--- config.mk ---
export PLATFORM = sky130hd
export DESIGN_NAME = spi_target
export DESIGN_NICKNAME = d
export VERILOG_FILES = /design/src/rtl/spi_target.sv
export SDC_FILE = /design/constraint.sdc
export NUM_CORES = 1
export LEC_CHECK = 0
export BUFFER_PORTS_ARGS = -buffer_cell sky130_fd_sc_hd__buf_2
export CAP_MARGIN = 20
export CORE_MARGIN = 3
export CORE_UTILIZATION = 33
export DETAILED_ROUTE_END_ITERATION = 8
export PLACE_DENSITY = 0.51
export SYNTH_ARGS = -nofsm -noshare
export SYNTH_HDL_FRONTEND = slang
export SYNTH_SLANG_ARGS = --single-unit
--- constraint.sdc ---
create_clock -name clk -period 2.5 [get_ports clk]
set_input_delay 0.25 -clock clk [delete_from_list [all_inputs] [get_ports clk]]
set_output_delay 0.25 -clock clk [all_outputs]
set_load 0.005 [all_outputs]
--- src/rtl/spi_target.sv ---
// SPI mode-0 target byte transceiver: oversampled pins, rx byte/valid stream, tx byte request and shift-out.
// Optional `define SPI_GLITCH_FILTER_EN adds a 3-sample majority filter on sck/cs_n (+2 clk latency).
module spi_target #(
    parameter int   SYNC_STAGES = 2,
    parameter logic IDLE_MISO   = 1'b0
) (
    input  logic       clk,
    input  logic       reset_n,
    input  logic       spi_sck,
    input  logic       spi_cs_n,
    input  logic       spi_mosi,
    output logic       spi_miso,
    output logic       spi_miso_oe,
    output logic       start,
    output logic [7:0] rd_data,
    output logic       rd_valid,
    input  logic [7:0] wr_data,
    output logic       wr_valid
);

    // Cycles after reset before the cs_n path holds only pin-derived samples.
    localparam int                 FLUSH_CYC = SYNC_STAGES + 4;
    localparam int                 FLUSH_W   = $clog2(FLUSH_CYC + 1);
    localparam logic [FLUSH_W-1:0] FLUSH_MAX = FLUSH_W'(FLUSH_CYC);

    logic [SYNC_STAGES-1:0] sck_sync;
    logic [SYNC_STAGES-1:0] cs_sync;
    logic [SYNC_STAGES-1:0] mosi_sync;
    logic                   sck_cur;
    logic                   cs_cur;
    logic                   mosi_cur;

    always_ff @(posedge clk) begin
        if (!reset_n) begin
            sck_sync  <= '0;
            cs_sync   <= '1;
            mosi_sync <= '0;
        end else begin
            sck_sync  <= {sck_sync[SYNC_STAGES-2:0], spi_sck};
            cs_sync   <= {cs_sync[SYNC_STAGES-2:0], spi_cs_n};
            mosi_sync <= {mosi_sync[SYNC_STAGES-2:0], spi_mosi};
        end
    end

`ifdef SPI_GLITCH_FILTER_EN
    function automatic logic maj3(input logic a, input logic b, input logic c);
        return (a & b) | (a & c) | (b & c);
    endfunction

    logic [1:0] sck_hist;
    logic [1:0] cs_hist;
    logic [1:0] mosi_dly;
    logic       sck_flt;
    logic       cs_flt;

    always_ff @(posedge clk) begin
        if (!reset_n) begin
            sck_hist <= 2'b00;
            cs_hist  <= 2'b11;
            mosi_dly <= 2'b00;
            sck_flt  <= 1'b0;
            cs_flt   <= 1'b1;
        end else begin
            sck_hist <= {sck_hist[0], sck_sync[SYNC_STAGES-1]};
            cs_hist  <= {cs_hist[0], cs_sync[SYNC_STAGES-1]};
            mosi_dly <= {mosi_dly[0], mosi_sync[SYNC_STAGES-1]};
            sck_flt  <= maj3(sck_sync[SYNC_STAGES-1], sck_hist[0], sck_hist[1]);
            cs_flt   <= maj3(cs_sync[SYNC_STAGES-1], cs_hist[0], cs_hist[1]);
        end
    end

    assign sck_cur  = sck_flt;
    assign cs_cur   = cs_flt;
    assign mosi_cur = mosi_dly[1];
`else
    assign sck_cur  = sck_sync[SYNC_STAGES-1];
    assign cs_cur   = cs_sync[SYNC_STAGES-1];
    assign mosi_cur = mosi_sync[SYNC_STAGES-1];
`endif

    logic               sck_q;
    logic               cs_q;
    logic [FLUSH_W-1:0] flush_cnt;
    logic               armed;

    always_ff @(posedge clk) begin
        if (!reset_n) begin
            sck_q     <= 1'b0;
            cs_q      <= 1'b1;
            flush_cnt <= '0;
            armed     <= 1'b0;
        end else begin
            sck_q <= sck_cur;
            cs_q  <= cs_cur;
            if (flush_cnt != FLUSH_MAX)
                flush_cnt <= flush_cnt + 1'b1;
            // Reset values in the sync chain must not count as "cs_n seen high".
            if (flush_cnt == FLUSH_MAX && cs_cur)
                armed <= 1'b1;
        end
    end

    logic [2:0] bit_cnt;
    logic [6:0] rx_shift;
    logic [7:0] rx_next;
    logic [7:0] tx_shift;
    logic       sck_rise;
    logic       sck_fall;
    logic       cs_fall;
    logic       selected;
    logic       start_evt;
    logic       bit_evt;
    logic       byte_done;
    logic       shift_evt;

    always_comb begin
        sck_rise  = sck_cur & ~sck_q;
        sck_fall  = ~sck_cur & sck_q;
        cs_fall   = ~cs_cur & cs_q;
        selected  = armed & ~cs_cur;
        start_evt = selected & cs_fall;
        bit_evt   = selected & sck_rise & ~start_evt;
        byte_done = bit_evt & (bit_cnt == 3'd7);
        // Byte-boundary falling edge keeps the freshly loaded MSB on the wire.
        shift_evt = selected & sck_fall & (bit_cnt != 3'd0) & ~start_evt;
        rx_next   = {rx_shift, mosi_cur};
    end

    // Stage p0: rd_valid, p1: wr_valid, p1..p3: pending tx load.
    logic vld_p0;
    logic vld_p1;
    logic ld_p1;
    logic ld_p2;
    logic ld_p3;

    always_ff @(posedge clk) begin
        if (!reset_n) begin
            bit_cnt <= 3'd0;
            start   <= 1'b0;
            vld_p0  <= 1'b0;
            vld_p1  <= 1'b0;
            ld_p1   <= 1'b0;
            ld_p2   <= 1'b0;
            ld_p3   <= 1'b0;
        end else begin
            start <= start_evt;
            if (start_evt || !selected)
                bit_cnt <= 3'd0;
            else if (bit_evt)
                bit_cnt <= bit_cnt + 3'd1;
            vld_p0 <= byte_done;
            vld_p1 <= vld_p0;
            // A new start cancels an outstanding load; a plain deselect does not.
            ld_p1  <= vld_p0 & ~start_evt;
            ld_p2  <= ld_p1 & ~start_evt;
            ld_p3  <= ld_p2 & ~start_evt;
        end
    end

    always_ff @(posedge clk) begin
        if (bit_evt)
            rx_shift <= rx_next[6:0];
    end

    always_ff @(posedge clk) begin
        if (!reset_n) begin
            rd_data  <= 8'h00;
            tx_shift <= {8{IDLE_MISO}};
        end else begin
            if (byte_done)
                rd_data <= rx_next;
            if (start_evt)
                tx_shift <= {8{IDLE_MISO}};
            else if (ld_p3)
                tx_shift <= wr_data;
            else if (shift_evt)
                tx_shift <= {tx_shift[6:0], 1'b0};
        end
    end

    assign spi_miso    = tx_shift[7];
    assign spi_miso_oe = ~cs_cur;
    assign rd_valid    = vld_p0;
    assign wr_valid    = vld_p1;

endmodule

[After elaboration in Yosys (flattened, before gate mapping)]
Cells that the tools add are included.
Word-level totals
  bits in registers: 44
  latch bits: 0
  bits in writable memories: 0
  ROM bits: 0
  bits of input ports: 13
  output and inout bits: 13
  logic and storage cells: 50
  memories kept: 0
Cells by class
  add/subtract/negate cells: 2
  $mul: 0
  div/mod/pow operators: 0
  magnitude comparators: 0
  equality and inequality tests: 3
  shifts and indexed selects: 0
  multiplexer cells: 2
  bitwise operators: 19
  reductions and logical operators: 7
Operators by type and width (count)
  8-bit two-way mux: 2
  1-bit bitwise AND: 14
  3-bit by 1-bit adder with 3-bit output (second input constant): 2
  3-bit equality test (second input constant): 2
  1-bit inverter: 5
  2-bit OR reduction: 2
  3-bit != test (second input constant): 1
  3-bit nonzero test: 1
  2-bit nonzero test: 1
  1-bit logical AND: 1
  1-bit logical NOT: 1
  1-bit logical OR: 1

[Depth between registers and ports, before layout]
  depth in word-level cells: 7
  mapped depth: 6
  gate-level depth less buffers: 5

[Least setup slack after synthesis]
No wires, ideal clock.
  path kind: reg2reg
  from: reg cs_sync[1]
  to: reg rx_shift[0], enable pin
  library setup time: 0.360 ns
  arrival: 1.203 ns
  data required time: 2.140 ns
  path slack: 0.937 ns
  cell stages (with the launch flop): 4
  buffers on the path: 1
  clock period less this slack: 1.563 ns
  cell sequence: dfxtp_1 > or3b_1 > buf_6 > nor2_1
On the way
  cells in the longest elaborated chain, start to end: 5
  elaborated cells between the ends (all ways): 7
  classes of those cells: bitwise (7)
RTL lines
  start, declared: RTL line 27  | logic [SYNC_STAGES-1:0] cs_sync;
  start signal, assigned: RTL line 40  | cs_sync <= {cs_sync[SYNC_STAGES-2:0], spi_cs_n};
  1-bit inverter *: RTL line 119, 120
  1-bit bitwise AND, on equally long branches: RTL line 120, 119
  1-bit bitwise AND: RTL line 121  | start_evt = selected & cs_fall;
  1-bit inverter: RTL line 122  | bit_evt = selected & sck_rise & ~start_evt;
  1-bit bitwise AND *: RTL line 122
  net bit_evt: RTL line 112  | logic bit_evt;
  end signal, assigned: RTL line 162  | rx_shift <= rx_next[6:0];
  end, declared: RTL line 104  | logic [6:0] rx_shift;
The timed path passes the listed nets; every way through them passes the cells marked *.
A chain may end at the register's enable or synchronous reset.

[Final worst setup path]
  from: reg armed
  to: reg rx_shift[2], enable pin
On the way
  cells in the longest elaborated chain, start to end: 4
  elaborated cells between the ends (all ways): 5
  classes of those cells: bitwise (5)
RTL lines
  start, declared: RTL line 84  | logic armed;
  start signal, assigned: RTL line 91  | armed <= 1'b0;
  start signal, assigned: RTL line 99  | armed <= 1'b1;
  1-bit bitwise AND *: RTL line 120  | selected = armed & ~cs_cur;
  1-bit bitwise AND: RTL line 121
  1-bit inverter: RTL line 122
  1-bit bitwise AND *: RTL line 122
  net bit_evt: RTL line 112
Marks and branches as above.

==> results.ini <==
[synthesis]
ys_top_cells_by_area = dfxtp_1, edfxtp_1, ha_1, a21oi_1, o31ai_1
synth_area_per_cell_um2 = 10.2
synth_area_mm2 = 0.00170
ys_seq_elements = 44
yosysUniqueCellTypes = 32
ys_warn_count = 0
syn_inst = 167
yosysSeqAreaShare_pct = 55.8
yosys.area.top_type = dfxtp_1
yosysTopAreaCellShare_pct = 43.5
synth_nets = 185

[layout]
num-fill-cells = 489
final_cells = 256
diodes = 0
nets = 206
syn_to_final_growth_pct = 15.7
final_util_pct = 40.6
drive_gt1_share_pct = 18.5

[floorplan]
start_util_pct = 35.1
io_pins = 26
die_width_um = 77.8
dieArea_mm2 = 0.00606
rows = 25
core_mm2 = 0.00485
die_h_um = 77.8

[setup_path]
worst-path-buf-inv = 0
crit_type = reg2reg
critPathMaxStageDelay_ns = 0.54
startpoint_type = register
cp_max_fo = 9
end_kind = register
crit_arrival_ns = 1.77
crit_family = simple AND/OR/NAND/NOR gates
path_cells = or3b_1, nor2_1
cp.required_ns = 2.43
cp_slowest_cell = or3b_1

[grt]
grt_max_degree = 19
grt_pass1_vias = 1243
grtUsageTotal_pct = 12.2
grt_overflow_total = 0
antenna_found_initial = 0
grt_pass1_wl_um = 5800

[timing]
period_share_pct = 73.5
setup_violations = 0
slew_headroom_pct = 47.4
rsz0062_at_grt = no
max_freq_mhz = 545
fin_hold_ws_ns = 0.142
tns_ns = 0
maxSlewViolCount = 0
hold_viol = 0
finClkSkew_ns = 0.00896
period_needed_ns = 1.84
max_slew.worst_pin.slew_ns = 0.788

[detailed_routing]
ant_nets = 0
vias = 1262
avgViaCountPerCell = 4.93
routed_wl_um = 3440
drc_errors = 0
drtPass1Iterations = 6
drt_iter0_drc = 66
drt-wirelength-per-cell_um = 13.4

[clock_tree]
clock_latency_ns = 0.29
post_cts_buffers = 0
holdBufCountCts = 0
htree_levels = 2
cts_buffer_depth = 2
cts.clk_slew.worst_paths_ns = 0.08
numCtsBuffers = 5
root_buffer = clkbuf_8
cts_sinks = 44
cts_tree = yes
post_cts_resize_count = 0

[placement]
dp_hpwl_um = 2370
numPortBuffers = 25
dp_cells = 248
routabilityCongestion = 0.800

[pwr]
p_per_area_mw_per_mm2 = 664
p_leak_nw = 0.758
peakVddDrop_v = 0.000293
total_power_w = 0.00131

[run_status]
run_status = finished clean

[worst_hold_path]
hold_class = in2reg

[run]
maxCapViolCount = 0

-- cell usage in the layout (no fill, tap or decap), types with 4 or more instances in the layout --
cell type	netlist	routed
dfxtp_1	37	37
buf_2	0	25
inv_1	12	12
a21oi_1	11	11
o21ai_0	9	9
nand2_1	9	9
nand3_1	8	8
o31ai_1	7	7
edfxtp_1	7	7
nor2_1	6	6
and2_1	6	6
nand2b_1	5	5
a41oi_1	5	5
a221oi_1	5	5
ha_1	5	5
clkbuf_8	0	5
a31oi_1	4	4
-- per-layer routing --
layer	global-route usage (%)	vias to the layer above	part of all wire, %
met3	4.41	4	5.6
met1	14.9	586	46
met5	0	-	0
li1	-	641	-
met2	19.7	31	47
met4	4.27	0	0.58
-- area by class of cell --
| cell class | instances | area [um2] | share of cell area [%] |
|---|---|---|---|
| Inverter | 12 | 45.0 | 2.29 |
| Timing Repair Buffer | 25 | 125 | 6.35 |
| Clock buffer | 6 | 72.6 | 3.68 |
| Multi-Input combinational cell | 100 | 657 | 33.4 |
| Sequential cell | 44 | 951 | 48.3 |
| Clock inverter | 2 | 35.0 | 1.78 |
| Tap cell | 67 | 83.8 | 4.26 |
-- worst register-to-register path, delay by kind of cell (launching register included) --
kind	cells	cell delay, ns
flip-flops	1	0.42
AND/OR/NAND/NOR	2	1.06
-- flip-flops by register name, summed over array words and instances (netlist names), 2 cells and up --
signal	cells
tx_shift	8
mosi_sync	2
flush_cnt	3
cs_sync	2
rx_shift	7
sck_sync	2
rd_data	8
bit_cnt	3
-- where the power goes --
group	switching [W]	internal, W	leakage [nW]	total, W
registers	0.00000753	0.000726	0.363	0.000734
logic	0.0000266	0.0000191	0.339	0.0000456
clock network	0.000232	0.000297	0.0552	0.000528
total	0.000266	0.00104	0.758	0.00131
-- worst paths after layout --
kind,startpoint,to,slack [ns],depth (start not counted)
worst max-delay path,armed,rx_shift[2],0.66,2
worst min-delay path,spi_cs_n,cs_sync[0],0.14,2
worst max register to register,armed,rx_shift[2],0.66,2
worst min register to register,cs_sync[0],cs_sync[1],0.42,1
-- cells in the mapped netlist --
cell type,n
a211oi_1,1
a21oi_1,11
a221oi_1,5
a31oi_1,4
a41oi_1,5
and2_1,6
and3_1,3
and4bb_2,1
buf_1,1
buf_6,1
clkbuf_1,8
clkbuf_2,1
dfxtp_1,37
edfxtp_1,7
ha_1,5
inv_1,12
nand2_1,9
nand2b_1,5
nand3_1,8
nand3b_1,1
nand4_1,2
nand4bb_1,1
nor2_1,6
nor2b_1,3
nor3_1,1
nor3b_2,1
o211ai_1,2
o21ai_0,9
o311ai_2,1
o31ai_1,7
or3b_1,1
xnor2_1,2
-- cell families after synthesis --
logic type      synth area share [%]
compound gates                  17.9
flops                           55.8
xor+xnor                        1.03
fa+ha+maj                       3.67
simple gates                    16.0
buf+inv                         5.58
-- metrics by stage --
step,instance area (um2),setup slack (ns)
after floorplan,1700,0.937
after global placement,1860,0.796
after detailed placement,1860,0.699
after CTS,1970,0.649
after global routing,1970,0.550
final,1970,0.664
No activity file was read; power rests on OpenSTA's default activity.
